### src/rtl/cpu_pkg.sv
`default_nettype none
// ============================================================================
//  Module      : cpu_pkg
//  Description : Shared CPU definitions: fetch FSM state encoding, reset PC
//                default, opcode constants and immediate sign-extend helpers.
//  Revision    : 1.0 - initial release
// ============================================================================
package cpu_pkg;

    // Default word address the fetch unit starts from after reset.
    localparam logic [15:0] c_RESET_PC_DEFAULT = 16'h0000;

    // Fetch unit state encoding (explicit 2-bit width).
    localparam int          c_STATE_W  = 2;
    localparam logic [1:0]  c_ST_IDLE  = 2'd0;
    localparam logic [1:0]  c_ST_FETCH = 2'd1;
    localparam logic [1:0]  c_ST_ISSUE = 2'd2;
    localparam logic [1:0]  c_ST_HALT  = 2'd3;

    typedef enum logic [c_STATE_W-1:0] {
        ST_IDLE  = c_ST_IDLE,
        ST_FETCH = c_ST_FETCH,
        ST_ISSUE = c_ST_ISSUE,
        ST_HALT  = c_ST_HALT
    } fetch_state_t;

    // Opcode field occupies instr[15:11].
    localparam logic [4:0] c_OP_BRN  = 5'h10;
    localparam logic [4:0] c_OP_BAL  = 5'h11;
    localparam logic [4:0] c_OP_JAL  = 5'h12;
    localparam logic [4:0] c_OP_JMP  = 5'h13;
    localparam logic [4:0] c_OP_JALR = 5'h14;
    localparam logic [4:0] c_OP_JR   = 5'h15;
    localparam logic [4:0] c_OP_HLT  = 5'h1F;

    // Sign-extend the 11-bit jump displacement to a full PC-width offset.
    function automatic logic [15:0] sext11(input logic [10:0] imm);
        return {{5{imm[10]}}, imm};
    endfunction

    // Sign-extend the 8-bit branch displacement to a full PC-width offset.
    function automatic logic [15:0] sext8(input logic [7:0] imm);
        return {{8{imm[7]}}, imm};
    endfunction

endpackage : cpu_pkg
`default_nettype wire

### src/rtl/fetch_next_pc.sv
`default_nettype none
// ============================================================================
//  Module      : fetch_next_pc
//  Description : Combinational next-PC selection and link address. Register
//                redirects beat the PC-relative jump, which beats a taken
//                branch, which beats sequential flow. All arithmetic wraps
//                modulo 2^16.
//  Revision    : 1.0 - initial release
// ============================================================================
module fetch_next_pc
    import cpu_pkg::*;
(
    input  logic [15:0] pc,
    input  logic [15:0] instr,
    input  logic        pc_src,
    input  logic        jmp,
    input  logic        jalr,
    input  logic        jr,
    input  logic [15:0] reg_target,
    output logic [15:0] next_pc,
    output logic [15:0] link_pc
);

    logic [15:0] w_pc_inc;
    logic        w_unused_opcode;

    // Opcode bits are decoded elsewhere; only the displacement field matters here.
    assign w_unused_opcode = ^instr[15:11];

    assign w_pc_inc = pc + 16'd1;
    assign link_pc  = w_pc_inc;

    // Prioritised redirect selection; displacements are relative to PC+1.
    always_comb begin
        next_pc = w_pc_inc;
        if (jr || jalr) begin
            next_pc = reg_target;
        end else if (jmp) begin
            next_pc = w_pc_inc + sext11(instr[10:0]);
        end else if (pc_src) begin
            next_pc = w_pc_inc + sext8(instr[7:0]);
        end
    end

endmodule : fetch_next_pc
`default_nettype wire

### src/rtl/fetch_unit.sv
`default_nettype none
// ============================================================================
//  Module      : fetch_unit
//  Description : Instruction fetch unit. Requests one word at PC, holds it in
//                an instruction register until the core consumes it, then
//                advances PC (sequential, branch, jump or register-indirect)
//                and fetches again. A halting instruction parks the unit in
//                HALT until reset.
//  Revision    : 1.0 - initial release
// ============================================================================
module fetch_unit
    import cpu_pkg::*;
#(
    parameter logic [15:0] RESET_PC = c_RESET_PC_DEFAULT,
    parameter int          IMEM_AW  = 16
) (
    input  logic               clk,
    input  logic               rst,
    input  logic               start,
    output logic               imem_req,
    output logic [IMEM_AW-1:0] imem_addr,
    input  logic               imem_ack,
    input  logic [15:0]        imem_rdata,
    output logic [15:0]        instr,
    output logic               instr_valid,
    input  logic               instr_ready,
    input  logic               pc_src,
    input  logic               jmp,
    input  logic               jalr,
    input  logic               jr,
    input  logic               hlt,
    input  logic [15:0]        reg_target,
    output logic [15:0]        link_pc,
    output logic               halted,
    output logic [15:0]        retired
);

    fetch_state_t r_state;
    fetch_state_t w_state_nxt;

    logic [15:0]  r_pc;
    logic [15:0]  r_instr;
    logic [15:0]  r_retired;
    logic [15:0]  w_next_pc;
    logic         w_fetch_done;
    logic         w_consume;

    // Next PC and link address are pure functions of PC, instruction and redirects.
    fetch_next_pc u_next_pc (
        .pc         (r_pc),
        .instr      (r_instr),
        .pc_src     (pc_src),
        .jmp        (jmp),
        .jalr       (jalr),
        .jr         (jr),
        .reg_target (reg_target),
        .next_pc    (w_next_pc),
        .link_pc    (link_pc)
    );

    // State register.
    always_ff @(posedge clk or posedge rst) begin
        if (rst) begin
            r_state <= ST_IDLE;
        end else begin
            r_state <= w_state_nxt;
        end
    end

    // Next-state logic; ack and start are only honoured in their own states,
    // and redirects only matter on the consume handshake.
    always_comb begin
        w_state_nxt  = r_state;
        w_fetch_done = 1'b0;
        w_consume    = 1'b0;
        case (r_state)
            ST_IDLE: begin
                if (start) begin
                    w_state_nxt = ST_FETCH;
                end
            end
            ST_FETCH: begin
                if (imem_ack) begin
                    w_fetch_done = 1'b1;
                    w_state_nxt  = ST_ISSUE;
                end
            end
            ST_ISSUE: begin
                if (instr_ready) begin
                    w_consume   = 1'b1;
                    w_state_nxt = hlt ? ST_HALT : ST_FETCH;
                end
            end
            ST_HALT: begin
                w_state_nxt = ST_HALT;
            end
            default: begin
                w_state_nxt = ST_IDLE;
            end
        endcase
    end

    // Instruction register captures read data on the accepting ack.
    always_ff @(posedge clk or posedge rst) begin
        if (rst) begin
            r_instr <= 16'h0000;
        end else if (w_fetch_done) begin
            r_instr <= imem_rdata;
        end
    end

    // PC and retired counter advance together when the core consumes instr;
    // a halting instruction still updates PC and is counted.
    always_ff @(posedge clk or posedge rst) begin
        if (rst) begin
            r_pc      <= RESET_PC;
            r_retired <= 16'h0000;
        end else if (w_consume) begin
            r_pc      <= w_next_pc;
            r_retired <= r_retired + 16'd1;
        end
    end

    // Memory address is PC truncated or zero-extended to the memory width.
    generate
        if (IMEM_AW == 16) begin : g_addr_exact
            assign imem_addr = r_pc;
        end else if (IMEM_AW > 16) begin : g_addr_wide
            assign imem_addr = {{(IMEM_AW-16){1'b0}}, r_pc};
        end else begin : g_addr_narrow
            assign imem_addr = r_pc[IMEM_AW-1:0];
        end
    endgenerate

    assign imem_req    = (r_state == ST_FETCH);
    assign instr_valid = (r_state == ST_ISSUE);
    assign halted      = (r_state == ST_HALT);
    assign instr       = r_instr;
    assign retired     = r_retired;

endmodule : fetch_unit
`default_nettype wire
### config.mk
export PLATFORM = sky130hd
export DESIGN_NAME = fetch_unit
export DESIGN_NICKNAME = d
export VERILOG_FILES = /design/src/rtl/cpu_pkg.sv /design/src/rtl/fetch_next_pc.sv /design/src/rtl/fetch_unit.sv
export SDC_FILE = /design/constraint.sdc
export NUM_CORES = 1
export LEC_CHECK = 0
export ABC_CLOCK_PERIOD_IN_PS = 4000
export CAP_MARGIN = 40
export CORE_MARGIN = 4
export CORE_UTILIZATION = 45
export DETAILED_ROUTE_END_ITERATION = 8
export GPL_TIMING_DRIVEN = 0
export PLACE_DENSITY_LB_ADDON = 0.1
export SLEW_MARGIN = 20
export SYNTH_ARGS = -nofsm -noshare
export SYNTH_HDL_FRONTEND = slang
export SYNTH_HIERARCHICAL = 1
export SYNTH_SLANG_ARGS = --single-unit
### constraint.sdc
create_clock -name clk -period 4 [get_ports clk]
set_input_delay 1 -clock clk [delete_from_list [all_inputs] [get_ports clk]]
set_output_delay 1 -clock clk [all_outputs]
set_load 0.01 [all_outputs]
-- Yosys cells after proc, flatten, opt, wreduce, memory -nomap -nowiden
Cells that the tools add are included.
- memories kept: 0
- word-level logic and storage cells: 29
- flip-flop bits (word level): 50
- output and inout port bits: 67
- RAM bits: 0
- latch bits: 0
- bits in read-only memories: 0
- reductions and logical operators: 3
- order comparisons: 0
- div/mod/pow operators: 0
- bitwise logic cells: 0
- mux-type cells: 12
- $mul: 0
- equality and inequality tests: 6
- shifts and indexed selects: 0
- add/subtract/negate cells: 4
- operators with widths (kind ; number):
    two-way mux 16 bit ; 3
    adder 16 x 1 -> 16 bit (second input constant) ; 2
    adder 16 bit ; 2
    two-way mux 2 bit ; 4
    case mux 2 bit (4 select lines) ; 1
    == test 2 bit (second input constant) ; 2
    two-way mux 1 bit ; 4
    != test 2 x 1 -> 1 bit (second input constant) ; 2
    AND reduction 3 bit ; 1
    == test 2 x 1 -> 1 bit (second input constant) ; 1
    zero test 2 bit ; 1
    != test 2 bit (second input constant) ; 1
    logical OR 1 bit ; 1

-- Logic depth before layout (Yosys ltp)
Gate-level depths: netlist of the first run.
- depth in word-level cells: 5
- mapped depth: 15

-- By module
The synthesis of the first run kept the hierarchy.
- by module, submodules not included (module ; cells each ; sequential area each (µm²) ; area an instance (µm²) ; times used):
    fetch_unit ; 176 ; 1251.2 ; 2045.7 ; 1
    fetch_next_pc ; 247 ; 0.0 ; 1735.4 ; 1

-- Worst setup path before layout of the first run
No wires, ideal clock.
- path kind: flip-flop to flip-flop
- start: register r_pc[2], in the netlist imem_addr[2]
- end: register r_pc[15], in the netlist imem_addr[15]
- arrival time: 3.256 ns
- setup time: 0.065 ns
- setup slack: 0.679 ns
- cell stages (with the launch flop): 16
- period minus slack after synthesis: 3.321 ns
- data required time: 3.935 ns
- cells stage by stage: dfrtp_1 -> and4_1 -> nand4_1 -> nor2_1 -> xor2_1 -> ha_1 -> and2_4 -> a221o_1 -> o21ai_2 -> nand3_2 -> o31ai_4 -> xnor2_1 -> a221o_1 -> nand3_1 -> nand2_1 -> nand2_1
- longest elaborated chain between the ends: 5
- elaborated cells between the ends (all ways): 6
- ends and longest elaborated chain (item ; RTL line ; text):
    from (decl) ; fetch_unit.sv:41 ; logic [15:0] r_pc;
    from (signal assigned) ; fetch_unit.sv:119 ; r_pc <= w_next_pc;
    adder 16 x 1 -> 16 bit (*) ; fetch_next_pc.sv:30 ; assign w_pc_inc = pc + 16'd1;
    via link_pc[9] ; fetch_unit.sv:33 ; output logic [15:0] link_pc,
    adder 16 bit ; fetch_next_pc.sv:41 ; next_pc = w_pc_inc + sext8(instr[7:0]);
    two-way mux 16 bit ; fetch_next_pc.sv:40 ; end else if (pc_src) begin
    two-way mux 16 bit (*) ; fetch_next_pc.sv:38 ; end else if (jmp) begin
    two-way mux 16 bit (*) ; fetch_next_pc.sv:36 ; if (jr || jalr) begin
    via w_next_pc[15] ; fetch_unit.sv:44 ; logic [15:0] w_next_pc;
Mark *: on every way through the listed nets, which the timed path passes. The rest lies on a longest branch.
A chain may end at the register's enable or synchronous reset.

-- Worst setup path after layout of the first run
- start: register r_pc[0], in the netlist imem_addr[0]
- end: register r_pc[15], in the netlist imem_addr[15]
- longest elaborated chain between the ends: 5
- elaborated cells between the ends (all ways): 6
- ends and longest elaborated chain (item ; RTL line):
    adder 16 x 1 -> 16 bit (*) ; fetch_next_pc.sv:30
    adder 16 bit ; fetch_next_pc.sv:41
    two-way mux 16 bit ; fetch_next_pc.sv:40
    two-way mux 16 bit (*) ; fetch_next_pc.sv:38
    two-way mux 16 bit (*) ; fetch_next_pc.sv:36
    via w_next_pc[15] ; fetch_unit.sv:44
Marked as above.

==> results of run 1 <==
[registers in the layout, summed over array words and instances, names as in the netlist]
register and cells:
instr 16, retired 16, r_state 2, imem_addr 16
[final cells by class]
type / count / area [um^2] / area share [%]
multi-input combinational: 355 / 2461 / 48.19
sequential: 50 / 1251 / 24.50
timing repair buffer: 107 / 1081 / 21.17
tap: 105 / 131.4 / 2.572
clock buffer: 6 / 82.58 / 1.617
buffer: 12 / 61.31 / 1.200
inverter: 6 / 22.52 / 0.4410
clock inverter: 2 / 16.27 / 0.3185
[cell usage in the layout, fill, tap and decap left out, types with 16 or more instances in the layout]
master,count
mux2_2,16
dfrtp_1,50
clkdlybuf4s50_1,106
a21oi_1,21
nand3_1,19
nor2_1,28
ha_1,26
xnor2_1,28
nand2_1,86
xor2_1,17
[metrics by stage]
| stage | area (um^2) | worst slack (ps) |
|---|---|---|
| floorplan | 3781 | 679.0 |
| finish | 5107 | 244.4 |
| global route | 5107 | 1.166 |
| global placement | 4974 | 368.7 |
| CTS | 5092 | 245.3 |
| detailed placement | 4994 | 268.2 |
[final timing paths]
kind | depth (start not counted) | endpoint | startpoint
setup / recovery | 14 | imem_addr[15] | imem_addr[0]
hold / removal | 1 | retired[15] | retired[15]
setup reg to reg | 14 | imem_addr[15] | imem_addr[0]
hold reg to reg | 1 | retired[15] | retired[15]
max in group asynchronous | 3 | instr[3] | rst
min in group asynchronous | 2 | retired[2] | rst
[power by group]
part	leakage, nW	switching (W)	internal [W]
Combinational	1.58	0.000929	0.000866
Sequential	0.650	0.000164	0.000620
Clock	0.0478	0.000186	0.000143
Total	2.28	0.00128	0.00163
[worst reg2reg max path: cells and delay by family, from the launching register on]
family          cells  cell delay, ps
compound gates      4            1140
simple gates        6             700
xor+xnor            2             610
flops               1             510
fa+ha+maj           2             730
[layer usage]
| metal | up-vias | wire [um] | global-route usage, % | share of wire (%) |
|---|---|---|---|---|
| met2 | 111 | 4843 | 35.56 | 46 |
| met3 | 17 | 863 | 6.732 | 8.2 |
| met5 | - | 0 | 0 | 0 |
| li1 | 1724 | - | - | - |
| met4 | 0 | 242 | 7.773 | 2.3 |
| met1 | 1695 | 4583 | 29.39 | 44 |
[logic make-up (layout without fill, tap and decap cells)]
group	after synthesis	after routing	share of synthesized area (%)
XOR/XNOR	47	47	10.89
adder cells (fa/ha/maj)	27	27	9.133
buffers and inverters	18	133	2.217
AND/OR/NAND/NOR	177	177	22.60
AO/OA/AOI/OAI	84	84	16.22
flip-flops	50	50	33.09
multiplexers	20	20	5.857
==> reports/metrics.cfg, run 1 <==
[run]
max_cap_violations=0

[sta]
fin_crit_sh_pct=93.89
totalNegativeSetupSlack_ps=0
tightest_slew_ps=574.8
relSlewSlack_pct=61.54
rsz0062_at_grt=false
slew_violations=0
setup_violations=0
fin_crit_ps=3756
hold_viol_final=0
finClkSkew_ps=8.577
max_freq_mhz=266.3
hold_ws_ps=471.7

[detailed_routing]
drt_first_pass_iters=4
drtIter0Drc=159
post_drt_wl_per_cell_um=16.38
vias=3547
antenna_left=0
drcViolationCount=0
routed_wl_um=10530
viasPerCell=5.516

[placement]
portBuffers=106
place_inst=635
routabilityCongestion=0.8206
hpwl_um=8282

[yosys]
synthArstFlopShare_pct=100.0
synth_cell_types=59
ys_warn_count=6
synth_fp_nets=492
synth.most_common_cell=nand2_1
synth_edf_count=0
yosys-top-cells-count=86 x nand2_1, 50 x dfrtp_1, 29 x xnor2_1, 28 x nor2_1, 26 x ha_1
synth_area_um2=3781
synth.area.top_cells=dfrtp_1 33%, ha_1 8.6%, nand2_1 8.5%, xnor2_1 6.7%, mux2_2 4.8%
yosysTopAreaCell=dfrtp_1
ys.flop_type=dfrtp_1
syn_avg_cell_area_um2=8.939
syn_inst=423
netlist.area_leader.share_pct=33.09
synth-seq-cells=50
ys_seq_area_share_pct=33.09

[worst_setup_path]
endpoint_kind=flip-flop
crit_required_ps=4250
critPathKind=flip-flop to flip-flop
worst_setup_path_start_kind=flip-flop
critPathMaxFanout=7
r2r_setup_slack_ps=240
slowest_stage=dfrtp_1
slowest_delay_ps=510
cp_cell_sequence=ha_1, and3_1, nand4_1, xnor2_1, ha_1, a21o_1, a2bb2oi_1, nand3_1, a221oi_2, xnor2_1, a221o_1, nand3_1, nand2_1, nand2_1
cp.arrival_ps=4010
critPathTopFamily=compound AO/OA/AOI/OAI gates
crit_buf_inv=0

[power]
ir_worst_vdd_v=0.0003461
powerDensity_nw_per_um2=569.3
p_leak_nw=2.277
p_total_w=0.002908

[final_layout]
nFillCells=727
n_antenna_cell=0
fin_cells=643
syn_to_final_growth_pct=35.08
final_nets=606
final_core_util_pct=62.47
drive_above_1_share_pct=10.04

[min_path]
hold_path_class=flip-flop to flip-flop

[grt]
antenna_found_initial=0
grt_overflow=0
grt_usage_pct=22.54
grt_pass1_vias=3714
grt_max_degree=27
grt_pass1_wl_um=18210

[floorplanning]
die_h_um=99.67
start_util_pct=46.25
coreArea_um2=8175
ios=109
row_count=33
die_x_um=99.67
die-area_um2=9933

[run_status]
status=finished, final reports clean

[clock_network]
worstSkewPairLatency_ps=310
numCtsBuffers=5
tritoncts=yes
post_cts_buffers=0
cts_max_path_buffers=2
htree_levels=2
numClockSinks=50
root_buffer=clkbuf_8
post_cts_resized=0
ctsHoldBuffers=0
clk_pin_slew_ps=100

Note: power is estimated with default switching activity, not from simulation.
==> run 2, diff against run 1 <==
- CORE_UTILIZATION: 45 -> 32
- SYNTH_HIERARCHICAL: 1 -> default
==> reports/metrics.cfg, run 2 <==
[power]
seqPwrFrac_pct=24.4  ; -2.5 points
p_comb_share_pct=61.9  ; +0.2 points
p_total_w=0.003373  ; +16%
powerDensity_nw_per_um2=653.1  ; +15%
internal_power_w=0.001904  ; +17%
ir_worst_vdd_v=0.0004339  ; +25%
p_leak_nw=2.218  ; -2.6%
clock_power_share_pct=13.7  ; +2.4 points
p_sw_w=0.001469  ; +15%
swShare_pct=43.55  ; -0.42 points

[yosys]
synth_fp_nets=485  ; -1.4%
synth_edf_count=0  ; unchanged
ys_seq_area_share_pct=33.42  ; +0.33 points
netlist.area_leader.share_pct=33.42  ; +0.33 points
synth-seq-cells=50  ; unchanged
syn_inst=416  ; -1.7%
ys.flop_type=dfrtp_1
syn_avg_cell_area_um2=8.999  ; +0.67%
synthArstFlopShare_pct=100.0  ; unchanged
ys_warn_count=0  ; -6
synth.area.top_cells=dfrtp_1 33%, ha_1 8.7%, xnor2_1 6.8%, nand2_1 5.0%, mux2_2 4.8%
synth_cell_types=57  ; -3.4%
synth_area_um2=3744  ; -0.99%
yosysTopAreaCell=dfrtp_1
yosys-top-cells-count=50 x dfrtp_1, 50 x nand2_1, 35 x a21oi_1, 32 x o21ai_0, 30 x nor2_1

[final_layout]
syn_to_final_growth_pct=37.97
mostFrequentLayoutCell=clkdlybuf4s50_1
n_antenna_cell=0  ; unchanged
drive_above_1_share_pct=7.895  ; -2.1 points
mostFrequentLayoutCells=108 x clkdlybuf4s50_1, 50 x nand2_1, 50 x dfrtp_1
final_nets=600  ; -0.99%

[min_path]
hold_path_class=flip-flop to flip-flop

[detailed_routing]
vias=3513  ; -0.96%
antenna_left=0  ; unchanged
routed_wl_um=11630  ; +10%
drtIter0Drc=152  ; -4.4%
drcViolationCount=0  ; unchanged
viasPerCell=5.204  ; -5.7%
drt_first_pass_iters=4  ; unchanged
post_drt_wl_per_cell_um=17.24  ; +5.2%

[floorplanning]
start_util_pct=32.79  ; -13 points
ios=109  ; unchanged
coreArea_um2=11420  ; +40%
die-area_um2=13490  ; +36%
die_h_um=116.2  ; +17%
row_count=39  ; +18%
die_x_um=116.2  ; +17%

[clock_network]
worstSkewPairLatency_ps=300  ; about the same
numCtsBuffers=5  ; unchanged
clk_pin_slew_ps=80  ; -20 ps
numClockSinks=50  ; unchanged
root_buffer=clkbuf_16
cts_max_path_buffers=2  ; unchanged
htree_levels=2  ; unchanged
tritoncts=yes

[worst_setup_path]
cp.arrival_ps=2720  ; -1290 ps
crit_required_ps=3000  ; -1250 ps
critPathMaxFanout=7  ; unchanged
worst_setup_path_start_kind=flip-flop
endpoint_kind=output pin
critPathKind=flip-flop to output pin

[grt]
grt_usage_pct=17.83  ; -4.7 points
grt_overflow=0  ; unchanged
top_usage_layer=met2
antenna_found_initial=0  ; unchanged
use_met1_pct=24.81  ; -4.6 points
met2_usage_pct=28.69  ; -6.9 points
grt_max_degree=51  ; +89%
grt_pass1_wl_um=18800  ; +3.2%
grt_pass1_vias=3561  ; -4.1%
use_met3_pct=3.938  ; -2.8 points

[placement]
routabilityCongestion=0.8227  ; +0.26%
portBuffers=108  ; +1.9%
place_ws_ps=390.0  ; +121.8 ps
hpwl_um=8976  ; +8.4%

[sta]
hold_ws_ps=494.7  ; +23.06 ps
hold_viol_final=0  ; unchanged
fin_crit_sh_pct=93.04  ; -0.85 points
tightest_slew_ps=685.6  ; +110.8 ps
finClkSkew_ps=11.73  ; +3.154 ps
setup_violations=0  ; unchanged
rsz0062_at_grt=false
totalNegativeSetupSlack_ps=0  ; unchanged
fin_ws_ps=278.5  ; +34.10 ps
max_freq_mhz=268.7  ; +0.92%
fin_crit_ps=3721  ; -34.10 ps
relSlewSlack_pct=54.12  ; -7.4 points
slew_violations=0  ; unchanged

[run]
max_cap_violations=0  ; unchanged

[run_status]
status=finished, final reports clean

-- run 2: power by group through the flow --
| stage | registers [W] | clock network, W | logic [W] |
|---|---|---|---|
| finish | 0.000823 | 0.000461 | 0.00209 |
| floorplan | 0.000848 | 0 | 0.00126 |
| global placement | 0.000830 | 0 | 0.00206 |
| global route | 0.000850 | 0.000498 | 0.00231 |
| detailed placement | 0.000831 | 0 | 0.00208 |
| CTS | 0.000825 | 0.000479 | 0.00210 |
-- run 2: final timing paths --
path                              start       endpoint  slack (ps)  cells past startpoint
min reg2reg                 retired[15]    retired[15]         490                      1
max                        imem_addr[2]    link_pc[13]         280                      5
max reg2reg                imem_addr[2]  imem_addr[14]         370                     13
min in group asynchronous           rst     r_state[0]        1150                      2
min                         retired[15]    retired[15]         490                      1
max in group asynchronous           rst    retired[10]        2420                      2
-- run 2: cell families (layout without fill, tap and decap cells) --
logic type | after synthesis | in the layout | share of synthesized area, %
AND/OR/NAND/NOR | 135 | 135 | 17.38
XOR/XNOR | 47 | 47 | 11.86
multiplexers | 17 | 17 | 5.114
adder cells (fa/ha/maj) | 27 | 27 | 9.225
AO/OA/AOI/OAI | 115 | 115 | 20.45
buffers and inverters | 25 | 141 | 2.540
flip-flops | 50 | 50 | 33.42
-- run 2: what timing repair did --
action | CTS | global route
resized for setup | 0 | 1
endpoints found under the setup margin | 0 | 2
hold buffers | 0 | 0
hold endpoints to repair | 0 | 0
buffers inserted | 0 | 0
-- run 2: area by class of cell --
type / count / area (um^2)
plain buffers: 12 / 46.29
clock buffers: 5 / 125.1
clock inverters: 3 / 28.78
fillers: 1158 / 6254
inverters: 13 / 51.30
multi-input cells: 341 / 2402
flip-flops and latches: 50 / 1251
well taps: 143 / 178.9
repair buffers: 108 / 1081
-- run 2: critical path: stages, from the launching register on --
cell             delay [ps]
dfrtp_1                 500
nand3_1                 310
nor3_4                  370
nand3_1                 150
xnor2_1                 450
clkdlybuf4s50_1         640
-- run 2: routing by layer --
metal	vias up	share of wire, %
met5	-	0
met4	0	1.1
met3	8	6.1
li1	1731	-
met1	1675	47
met2	99	46
-- run 2: stage by stage --
| step | cells | instance area, um^2 | util [%] |
|---|---|---|---|
| 6_report | 675 | 5165 | 45.23 |
| 5_1_grt | 675 | 5165 | 45.23 |
| 4_1_cts | 675 | 5160 | 45.19 |
| 3_5_place_dp | 667 | 5006 | 43.84 |
| 3_3_place_gp | 667 | 5004 | 43.82 |
| 2_1_floorplan | 416 | 3744 | - |
==> run 3, diff against run 2 <==
- HOLD_SLACK_MARGIN: default -> 0.06
==> results of run 3 <==
Final layout, timing and power as in run 2 (identical DEF).
